[config.mk]
export PLATFORM = sky130hd
export DESIGN_NAME = l2_xip_arbiter_flat
export DESIGN_NICKNAME = d
export VERILOG_FILES = /design/src/rtl/l2_xip_arbiter_if.sv /design/src/rtl/l2_xip_arbiter.sv /design/src/flat_wrapper.sv
export SDC_FILE = /design/constraint.sdc
export NUM_CORES = 1
export LEC_CHECK = 0
export ABC_CLOCK_PERIOD_IN_PS = 4500
export BUFFER_PORTS_ARGS = -buffer_cell sky130_fd_sc_hd__buf_2
export CORE_AREA = 2 2 180 182
export DETAILED_ROUTE_END_ITERATION = 10
export DIE_AREA = 0 0 182 184
export PLACE_DENSITY = 0.36
export SETUP_SLACK_MARGIN = 0.02
export SYNTH_ARGS = -nofsm -noshare
export SYNTH_HDL_FRONTEND = slang
export SYNTH_SLANG_ARGS = --single-unit
[constraint.sdc]
create_clock -name clk -period 4.5 [get_ports clk]
set_input_delay 0.675 -clock clk [delete_from_list [all_inputs] [get_ports clk]]
set_output_delay 0.675 -clock clk [all_outputs]
set_load 0.1 [all_outputs]
[src/rtl/l2_xip_arbiter_if.sv]
// Request/response bundle between the XIP masters, the arbiter and the XIP controller.
// slave: arbiter view (m_* in, xip_* out); master: environment view.
interface l2_xip_arbiter_if #(
  parameter int N_MASTERS  = 4,
  parameter int ADDR_WIDTH = 32,
  parameter int DATA_WIDTH = 32,
  parameter int BE_WIDTH   = DATA_WIDTH/8,
  parameter int AUX_WIDTH  = 4
);
  logic [N_MASTERS-1:0]  m_req_i;
  logic [ADDR_WIDTH-1:0] m_add_i   [N_MASTERS];
  logic                  m_wen_i   [N_MASTERS];
  logic [DATA_WIDTH-1:0] m_wdata_i [N_MASTERS];
  logic [BE_WIDTH-1:0]   m_be_i    [N_MASTERS];
  logic [AUX_WIDTH-1:0]  m_aux_i   [N_MASTERS];
  logic [N_MASTERS-1:0]  m_gnt_o;
  logic [N_MASTERS-1:0]  m_r_valid_o;
  logic [DATA_WIDTH-1:0] m_r_rdata_o;
  logic                  m_r_opc_o;
  logic [AUX_WIDTH-1:0]  m_r_aux_o;
  logic                  xip_req_o;
  logic [ADDR_WIDTH-1:0] xip_add_o;
  logic                  xip_wen_o;
  logic [DATA_WIDTH-1:0] xip_wdata_o;
  logic [BE_WIDTH-1:0]   xip_be_o;
  logic [AUX_WIDTH-1:0]  xip_aux_o;
  logic                  xip_gnt_i;
  logic                  xip_r_valid_i;
  logic [DATA_WIDTH-1:0] xip_r_rdata_i;
  logic                  xip_r_opc_i;
  logic [AUX_WIDTH-1:0]  xip_r_aux_i;

  modport slave (
    input  m_req_i, m_add_i, m_wen_i, m_wdata_i, m_be_i, m_aux_i,
    input  xip_gnt_i, xip_r_valid_i, xip_r_rdata_i, xip_r_opc_i,
    input  xip_r_aux_i,
    output m_gnt_o, m_r_valid_o, m_r_rdata_o, m_r_opc_o, m_r_aux_o,
    output xip_req_o, xip_add_o, xip_wen_o, xip_wdata_o, xip_be_o,
    output xip_aux_o
  );

  modport master (
    output m_req_i, m_add_i, m_wen_i, m_wdata_i, m_be_i, m_aux_i,
    output xip_gnt_i, xip_r_valid_i, xip_r_rdata_i, xip_r_opc_i,
    output xip_r_aux_i,
    input  m_gnt_o, m_r_valid_o, m_r_rdata_o, m_r_opc_o, m_r_aux_o,
    input  xip_req_o, xip_add_o, xip_wen_o, xip_wdata_o, xip_be_o,
    input  xip_aux_o
  );
endinterface

[src/rtl/l2_xip_arbiter.sv]
// Round-robin arbiter sharing one blocking XIP port, one transaction in flight.
// Ports: clk, rst (sync, active-high), bus (slave modport), busy_o, owner_o.
// Optional watchdog error response: define XIP_ARB_TIMEOUT_EN.
module l2_xip_arbiter #(
  parameter int N_MASTERS      = 4,
  parameter int ADDR_WIDTH     = 32,
  parameter int DATA_WIDTH     = 32,
  parameter int BE_WIDTH       = DATA_WIDTH/8,
  parameter int AUX_WIDTH      = 4,
  parameter int TIMEOUT_CYCLES = 1024
) (
  input  logic                         clk,
  input  logic                         rst,
  l2_xip_arbiter_if.slave              bus,
  output logic                         busy_o,
  output logic [$clog2(N_MASTERS)-1:0] owner_o
);
  localparam int OW = $clog2(N_MASTERS);
  localparam logic [OW:0] NM = (OW+1)'(N_MASTERS);

`ifdef XIP_ARB_TIMEOUT_EN
  localparam int CW = $clog2(TIMEOUT_CYCLES+1);
  typedef enum logic [2:0] {IDLE, LOCK, WAIT_RSP, TO_ERR, DRAIN} state_e;
  logic [CW-1:0]        cnt_q, cnt_d;
  logic [AUX_WIDTH-1:0] aux_q, aux_d;
`else
  typedef enum logic [1:0] {IDLE, LOCK, WAIT_RSP} state_e;
`endif

  state_e        state_q, state_d;
  logic [OW-1:0] owner_q, owner_d;
  logic [OW-1:0] rr_q, rr_d;
  logic          found;
  logic [OW-1:0] win;
  logic [OW:0]   cand;
  logic [OW-1:0] sel;

  function automatic logic [OW-1:0] wrap_inc(input logic [OW-1:0] x);
    return (x == OW'(N_MASTERS-1)) ? '0 : x + OW'(1);
  endfunction

  // first requester at or above rr, wrapping
  always_comb begin
    found = 1'b0;
    win   = '0;
    cand  = '0;
    for (int i = 0; i < N_MASTERS; i++) begin
      cand = {1'b0, rr_q} + (OW+1)'(i);
      if (cand >= NM) cand = cand - NM;
      if (!found && bus.m_req_i[cand[OW-1:0]]) begin
        found = 1'b1;
        win   = cand[OW-1:0];
      end
    end
  end

  // LOCK keeps the latched owner; no re-arbitration until granted
  assign sel = (state_q == LOCK) ? owner_q : win;

  always_comb begin
    state_d = state_q;
    owner_d = owner_q;
    rr_d    = rr_q;
`ifdef XIP_ARB_TIMEOUT_EN
    cnt_d   = cnt_q;
    aux_d   = aux_q;
`endif
    bus.m_gnt_o     = '0;
    bus.m_r_valid_o = '0;
    bus.m_r_rdata_o = '0;
    bus.m_r_opc_o   = 1'b0;
    bus.m_r_aux_o   = '0;
    bus.xip_req_o   = 1'b0;
    bus.xip_add_o   = '0;
    bus.xip_wen_o   = 1'b0;
    bus.xip_wdata_o = '0;
    bus.xip_be_o    = '0;
    bus.xip_aux_o   = '0;
    unique case (state_q)
      IDLE, LOCK: begin
        if (state_q == LOCK || found) begin
          bus.xip_req_o    = 1'b1;
          bus.xip_add_o    = bus.m_add_i[sel];
          bus.xip_wen_o    = bus.m_wen_i[sel];
          bus.xip_wdata_o  = bus.m_wdata_i[sel];
          bus.xip_be_o     = bus.m_be_i[sel];
          bus.xip_aux_o    = bus.m_aux_i[sel];
          bus.m_gnt_o[sel] = bus.xip_gnt_i;
          owner_d          = sel;
          if (bus.xip_gnt_i) begin
            state_d = WAIT_RSP;
            rr_d    = wrap_inc(sel);
`ifdef XIP_ARB_TIMEOUT_EN
            aux_d   = bus.m_aux_i[sel];
            cnt_d   = '0;
`endif
          end else begin
            state_d = LOCK;
          end
        end
      end
      WAIT_RSP: begin
        bus.m_r_valid_o[owner_q] = bus.xip_r_valid_i;
        bus.m_r_rdata_o = bus.xip_r_rdata_i;
        bus.m_r_opc_o   = bus.xip_r_opc_i;
        bus.m_r_aux_o   = bus.xip_r_aux_i;
        if (bus.xip_r_valid_i) state_d = IDLE;
`ifdef XIP_ARB_TIMEOUT_EN
        else begin
          cnt_d = cnt_q + CW'(1);
          if (cnt_q == CW'(TIMEOUT_CYCLES-1)) state_d = TO_ERR;
        end
`endif
      end
`ifdef XIP_ARB_TIMEOUT_EN
      TO_ERR: begin
        bus.m_r_valid_o[owner_q] = 1'b1;
        bus.m_r_rdata_o = DATA_WIDTH'(32'hBADACCE5);
        bus.m_r_opc_o   = 1'b1;
        bus.m_r_aux_o   = aux_q;
        state_d         = DRAIN;
      end
      DRAIN: begin
        // the late response is swallowed
        if (bus.xip_r_valid_i) state_d = IDLE;
      end
`endif
      default: state_d = IDLE;
    endcase
    // reset is synchronous, so the outputs are forced quiet explicitly
    if (rst) begin
      bus.m_gnt_o     = '0;
      bus.m_r_valid_o = '0;
      bus.m_r_rdata_o = '0;
      bus.m_r_opc_o   = 1'b0;
      bus.m_r_aux_o   = '0;
      bus.xip_req_o   = 1'b0;
      bus.xip_add_o   = '0;
      bus.xip_wen_o   = 1'b0;
      bus.xip_wdata_o = '0;
      bus.xip_be_o    = '0;
      bus.xip_aux_o   = '0;
    end
  end

  assign busy_o  = !rst && (state_q != IDLE);
  assign owner_o = rst ? '0 : owner_q;

  always_ff @(posedge clk) begin
    if (rst) begin
      state_q <= IDLE;
      owner_q <= '0;
      rr_q    <= '0;
`ifdef XIP_ARB_TIMEOUT_EN
      cnt_q   <= '0;
      aux_q   <= '0;
`endif
    end else begin
      state_q <= state_d;
      owner_q <= owner_d;
      rr_q    <= rr_d;
`ifdef XIP_ARB_TIMEOUT_EN
      cnt_q   <= cnt_d;
      aux_q   <= aux_d;
`endif
    end
  end
endmodule

[src/flat_wrapper.sv]
// flat-port wrapper written by rule: the top's interface ports become plain ports
module l2_xip_arbiter_flat 
#(
  parameter int N_MASTERS      = 4,
  parameter int ADDR_WIDTH     = 32,
  parameter int DATA_WIDTH     = 32,
  parameter int BE_WIDTH       = DATA_WIDTH/8,
  parameter int AUX_WIDTH      = 4,
  parameter int TIMEOUT_CYCLES = 1024
)
  (clk, rst, busy_o, owner_o, bus_m_req_i, bus_m_add_i, bus_m_wen_i, bus_m_wdata_i, bus_m_be_i, bus_m_aux_i, bus_xip_gnt_i, bus_xip_r_valid_i, bus_xip_r_rdata_i, bus_xip_r_opc_i, bus_xip_r_aux_i, bus_m_gnt_o, bus_m_r_valid_o, bus_m_r_rdata_o, bus_m_r_opc_o, bus_m_r_aux_o, bus_xip_req_o, bus_xip_add_o, bus_xip_wen_o, bus_xip_wdata_o, bus_xip_be_o, bus_xip_aux_o);
  l2_xip_arbiter_if #(.N_MASTERS(N_MASTERS), .ADDR_WIDTH(ADDR_WIDTH), .DATA_WIDTH(DATA_WIDTH), .BE_WIDTH(BE_WIDTH), .AUX_WIDTH(AUX_WIDTH)) bus_i ();
  input  logic clk;
  input  logic rst;
  output logic busy_o;
  output logic [$clog2(N_MASTERS)-1:0] owner_o;
  input wire logic [$bits(bus_i.m_req_i)-1:0] bus_m_req_i;
  input wire logic [$bits(bus_i.m_add_i)-1:0] bus_m_add_i;
  input wire logic [$bits(bus_i.m_wen_i)-1:0] bus_m_wen_i;
  input wire logic [$bits(bus_i.m_wdata_i)-1:0] bus_m_wdata_i;
  input wire logic [$bits(bus_i.m_be_i)-1:0] bus_m_be_i;
  input wire logic [$bits(bus_i.m_aux_i)-1:0] bus_m_aux_i;
  input wire logic [$bits(bus_i.xip_gnt_i)-1:0] bus_xip_gnt_i;
  input wire logic [$bits(bus_i.xip_r_valid_i)-1:0] bus_xip_r_valid_i;
  input wire logic [$bits(bus_i.xip_r_rdata_i)-1:0] bus_xip_r_rdata_i;
  input wire logic [$bits(bus_i.xip_r_opc_i)-1:0] bus_xip_r_opc_i;
  input wire logic [$bits(bus_i.xip_r_aux_i)-1:0] bus_xip_r_aux_i;
  output wire logic [$bits(bus_i.m_gnt_o)-1:0] bus_m_gnt_o;
  output wire logic [$bits(bus_i.m_r_valid_o)-1:0] bus_m_r_valid_o;
  output wire logic [$bits(bus_i.m_r_rdata_o)-1:0] bus_m_r_rdata_o;
  output wire logic [$bits(bus_i.m_r_opc_o)-1:0] bus_m_r_opc_o;
  output wire logic [$bits(bus_i.m_r_aux_o)-1:0] bus_m_r_aux_o;
  output wire logic [$bits(bus_i.xip_req_o)-1:0] bus_xip_req_o;
  output wire logic [$bits(bus_i.xip_add_o)-1:0] bus_xip_add_o;
  output wire logic [$bits(bus_i.xip_wen_o)-1:0] bus_xip_wen_o;
  output wire logic [$bits(bus_i.xip_wdata_o)-1:0] bus_xip_wdata_o;
  output wire logic [$bits(bus_i.xip_be_o)-1:0] bus_xip_be_o;
  output wire logic [$bits(bus_i.xip_aux_o)-1:0] bus_xip_aux_o;
  assign bus_i.m_req_i = bus_m_req_i;
  assign bus_i.m_add_i = {>>{bus_m_add_i}};
  assign bus_i.m_wen_i = {>>{bus_m_wen_i}};
  assign bus_i.m_wdata_i = {>>{bus_m_wdata_i}};
  assign bus_i.m_be_i = {>>{bus_m_be_i}};
  assign bus_i.m_aux_i = {>>{bus_m_aux_i}};
  assign bus_i.xip_gnt_i = bus_xip_gnt_i;
  assign bus_i.xip_r_valid_i = bus_xip_r_valid_i;
  assign bus_i.xip_r_rdata_i = bus_xip_r_rdata_i;
  assign bus_i.xip_r_opc_i = bus_xip_r_opc_i;
  assign bus_i.xip_r_aux_i = bus_xip_r_aux_i;
  assign bus_m_gnt_o = bus_i.m_gnt_o;
  assign bus_m_r_valid_o = bus_i.m_r_valid_o;
  assign bus_m_r_rdata_o = bus_i.m_r_rdata_o;
  assign bus_m_r_opc_o = bus_i.m_r_opc_o;
  assign bus_m_r_aux_o = bus_i.m_r_aux_o;
  assign bus_xip_req_o = bus_i.xip_req_o;
  assign bus_xip_add_o = bus_i.xip_add_o;
  assign bus_xip_wen_o = bus_i.xip_wen_o;
  assign bus_xip_wdata_o = bus_i.xip_wdata_o;
  assign bus_xip_be_o = bus_i.xip_be_o;
  assign bus_xip_aux_o = bus_i.xip_aux_o;
  l2_xip_arbiter #(.N_MASTERS(N_MASTERS), .ADDR_WIDTH(ADDR_WIDTH), .DATA_WIDTH(DATA_WIDTH), .BE_WIDTH(BE_WIDTH), .AUX_WIDTH(AUX_WIDTH), .TIMEOUT_CYCLES(TIMEOUT_CYCLES)) u_core (.clk(clk), .rst(rst), .bus(bus_i), .busy_o(busy_o), .owner_o(owner_o));
endmodule
==> impl_results.md <==
* Min-delay worst type: reg -> reg
* Count of nets left with antenna violations after detail routing at 0
* Count of endpoints failing hold in the final timing report at 0
* Maximum number of pins on one net before global-route repair at 48
* Primary FF master, synth: dfxtp_1
* # clock sinks at 6
* Critical path fanouts, max at between 40 and 50
* Wire per inst at 14.3 um
* Syn_nets at about 700
* Max capacitance violation total at 0
* Final Setup Violations at 0
* Clock latency on the worst-skew pair at 0.23 ns
* Most common cell in the netlist: mux2i_1
* Die area at roughly 33000 um^2
* # DRC at 0
* Vias in the first global route at between 4000 and 5000
* DRC marker count from the first detailed-route iteration at 147
* Unrepaired setup endpoints after global routing: no
* Clock tree from TritonCTS: done
* Count of standard-cell rows at 65
* Post-synth top area share at 0.517
* Upper clock frequency limit at ~280 MHz
* Clock period minus final worst setup slack at between 3 and 4 ns
* FF+latch count, synth at 6
* Detailed-router iteration count before antenna repair at 4
* Number of buffers added on ports at between 400 and 500
* Gate count of the mapped netlist at between 300 and 400
* Final Wtd Congestion at 0.751
* DRT Wirelength at roughly 17000 um
* Number of gates given a new drive strength after cts at 0
* Ports at 459
* Total grt overflow at 0
* Final Cycle Share at 0.790
* Tot Pwr at ~1.9 mW
* Leak Pwr at approximately 3.6 nW
* Number of vias in the routed layout at ~4400
* Clock Tree Buf Depth at 2
* Dominant cell type by area after synthesis: mux2i_1
* Avg Synthesized Cell Area at 8.06 um^2
* Growth of design area from synthesis to finish at 97.6%
* Count of hold-fix buffers inserted at cts at 0
* Number of antenna violations at the first check in global routing at 0
* Most frequent cells after synthesis: mux2i_1 (148), o22ai_1 (73), and2_1 (37)
* Areal power density over the cells at between 300 and 400 nW/um^2
* Placed wire-length estimate at ~15000 um
* Global routing usage summed across all routing layers at 0.0909
* Crit path kind: in -> out
* Netlist Area Pre-Place at 2870 um^2
* Number of slew-limit violations in the final report at 0
* Core Area at between 30000 and 40000 um^2
* Endpoint class of the critical path: output port
* Status: completed
* Maximum VDD drop at roughly 130 uV
* First-pass GRT wire length at between 20000 and 25000 um
* Sequential share of the synthesized area at 0.0419
* Clock buffers created by TritonCTS at 3
* Worst slew margin relative to its limit at 0.621
* Effective utilization at floorplan at 0.0914
* Mean number of vias per cell at around 3.7
* Horizontal die dimension at around 180 um
* Maximum clock skew at final layout at about 0.0032 ns
* Async set or reset register ratio after synthesis at 0
* Master cell of the clock root buffer: clkbuf_16
* Number of different library cells in the post-synthesis netlist at 32
* Number of enable flip-flop cells after synthesis at 0
* Minimum hold slack at around 0.55 ns
* Clock slew seen by the registers of the worst setup and hold paths at roughly 0.030 ns
* Vert. Die Dim at 184 um
* Total Negative Setup Slacks at 0 ns
* Setup Buffers After CTS at 0
* Worst path required time at 3.83 ns
* Number of nets in the layout at roughly 1100
* Worst-Margin Slew at between 0.5 and 0.6 ns
* Number of levels the H-tree was split into at 1
* Ranking of synthesized cells by area: mux2i_1 (52%), o22ai_1 (16%), and2_1 (8.1%)
* Yosys warnings at 0
* Data arrival time of the worst path at ~2.9 ns
* Fill cells at between 3000 and 4000
* Layout cell share with drive strength beyond 1 at 0.612
* Startpoint kind of the worst setup timing path: primary input
## report_power, final
group / internal (mW) / switching (mW)
Clock: 0.114 / 0.0311
Sequential: 0.0595 / 0.00852
Combinational: 0.446 / 1.23
Total: 0.620 / 1.27
## layout by cell type, fill, tap and decap left out
master     Yosys  layout
nand2_2        1       1
and3_1         1       1
a221oi_4       1       1
o21a_4         0       1
nor2b_1        4       4
a21oi_1        2       2
nor2_1        11      11
and4_1         1       1
dfxtp_1        6       6
buf_2         21     455
inv_1          5       5
a311o_1        1       1
diode_2        0       1
nand3_1        2       2
nor3b_1        2       1
o22ai_1       73      73
o21ai_1        2       2
a21o_1         1       1
buf_12         0       4
and2_1        37      37
nand2_1        5       5
buf_4          0      13
o32a_1         1       1
o21ba_2        1       1
nor2b_2        1       1
a211oi_2       1       1
clkbuf_16      0       3
ha_1           1       1
nor3_1         5       5
inv_2          1       1
nor3b_2        0       1
a21oi_2        1       1
mux2i_1      148     148
o21bai_1       1       1
nand2b_2       0       1
## through the flow
step,utilization,setup WS (ns),instances,cell area (um^2)
after global placement,0.178,0.953,1192,5590
final,0.181,0.946,1196,5670
after detailed placement,0.178,0.940,1192,5590
after CTS,0.180,0.938,1195,5660
after floorplan,-,0.0250,356,2870
after global routing,0.180,0.771,1195,5660
## sequential cells by signal, indices dropped and copies added, names as in the netlist
name / cells
u_core.owner_q: 2
u_core.state_q: 2
u_core.rr_q: 2
## path summary, 6_finish.rpt
path	startpoint	to	slack, ns	cells after the start
max	bus_m_req_i[3]	bus_xip_add_o[27]	0.95	8
min	u_core.rr_q[1]	u_core.rr_q[1]	0.55	2
max reg2reg	u_core.state_q[0]	u_core.rr_q[1]	2.55	7
min reg2reg	u_core.rr_q[1]	u_core.rr_q[1]	0.55	2
## kinds of logic (layout without fill, tap and decap cells)
kind of cell / count (synthesis) / in the layout / share of synthesized area
mux: 148 / 148 / 0.517
compound gates: 86 / 86 / 0.201
simple gates: 71 / 71 / 0.140
buf+inv: 44 / 481 / 0.0955
flops: 6 / 6 / 0.0419
fa+ha+maj: 1 / 1 / 0.00436
other cells: 0 / 1 / 0
## critical path: stages
cell	delay, ns
buf_2	0.13
nor2_1	0.18
o32a_1	0.20
o21a_4	0.47
buf_12	0.38
mux2i_1	0.14
o22ai_1	0.17
buf_2	0.46
## area by class of cell
cell class,count,area (um^2),area share
diodes,1,2.50,0.000442
well taps,402,503,0.0888
inverters,6,22.5,0.00397
clock buffers,3,75.1,0.0132
flip-flops and latches,6,120,0.0212
multi-input cells,306,2490,0.439
repair buffers,472,2450,0.433
## metal layers
metal | global-route usage | vias up | part of all wire
met5 | 0 | - | 0
met4 | 0.0177 | 0 | 0.012
met3 | 0.0151 | 8 | 0.074
met2 | 0.171 | 253 | 0.53
met1 | 0.108 | 1941 | 0.39
li1 | - | 2236 | -
Note: power is estimated with default switching activity, not from simulation.
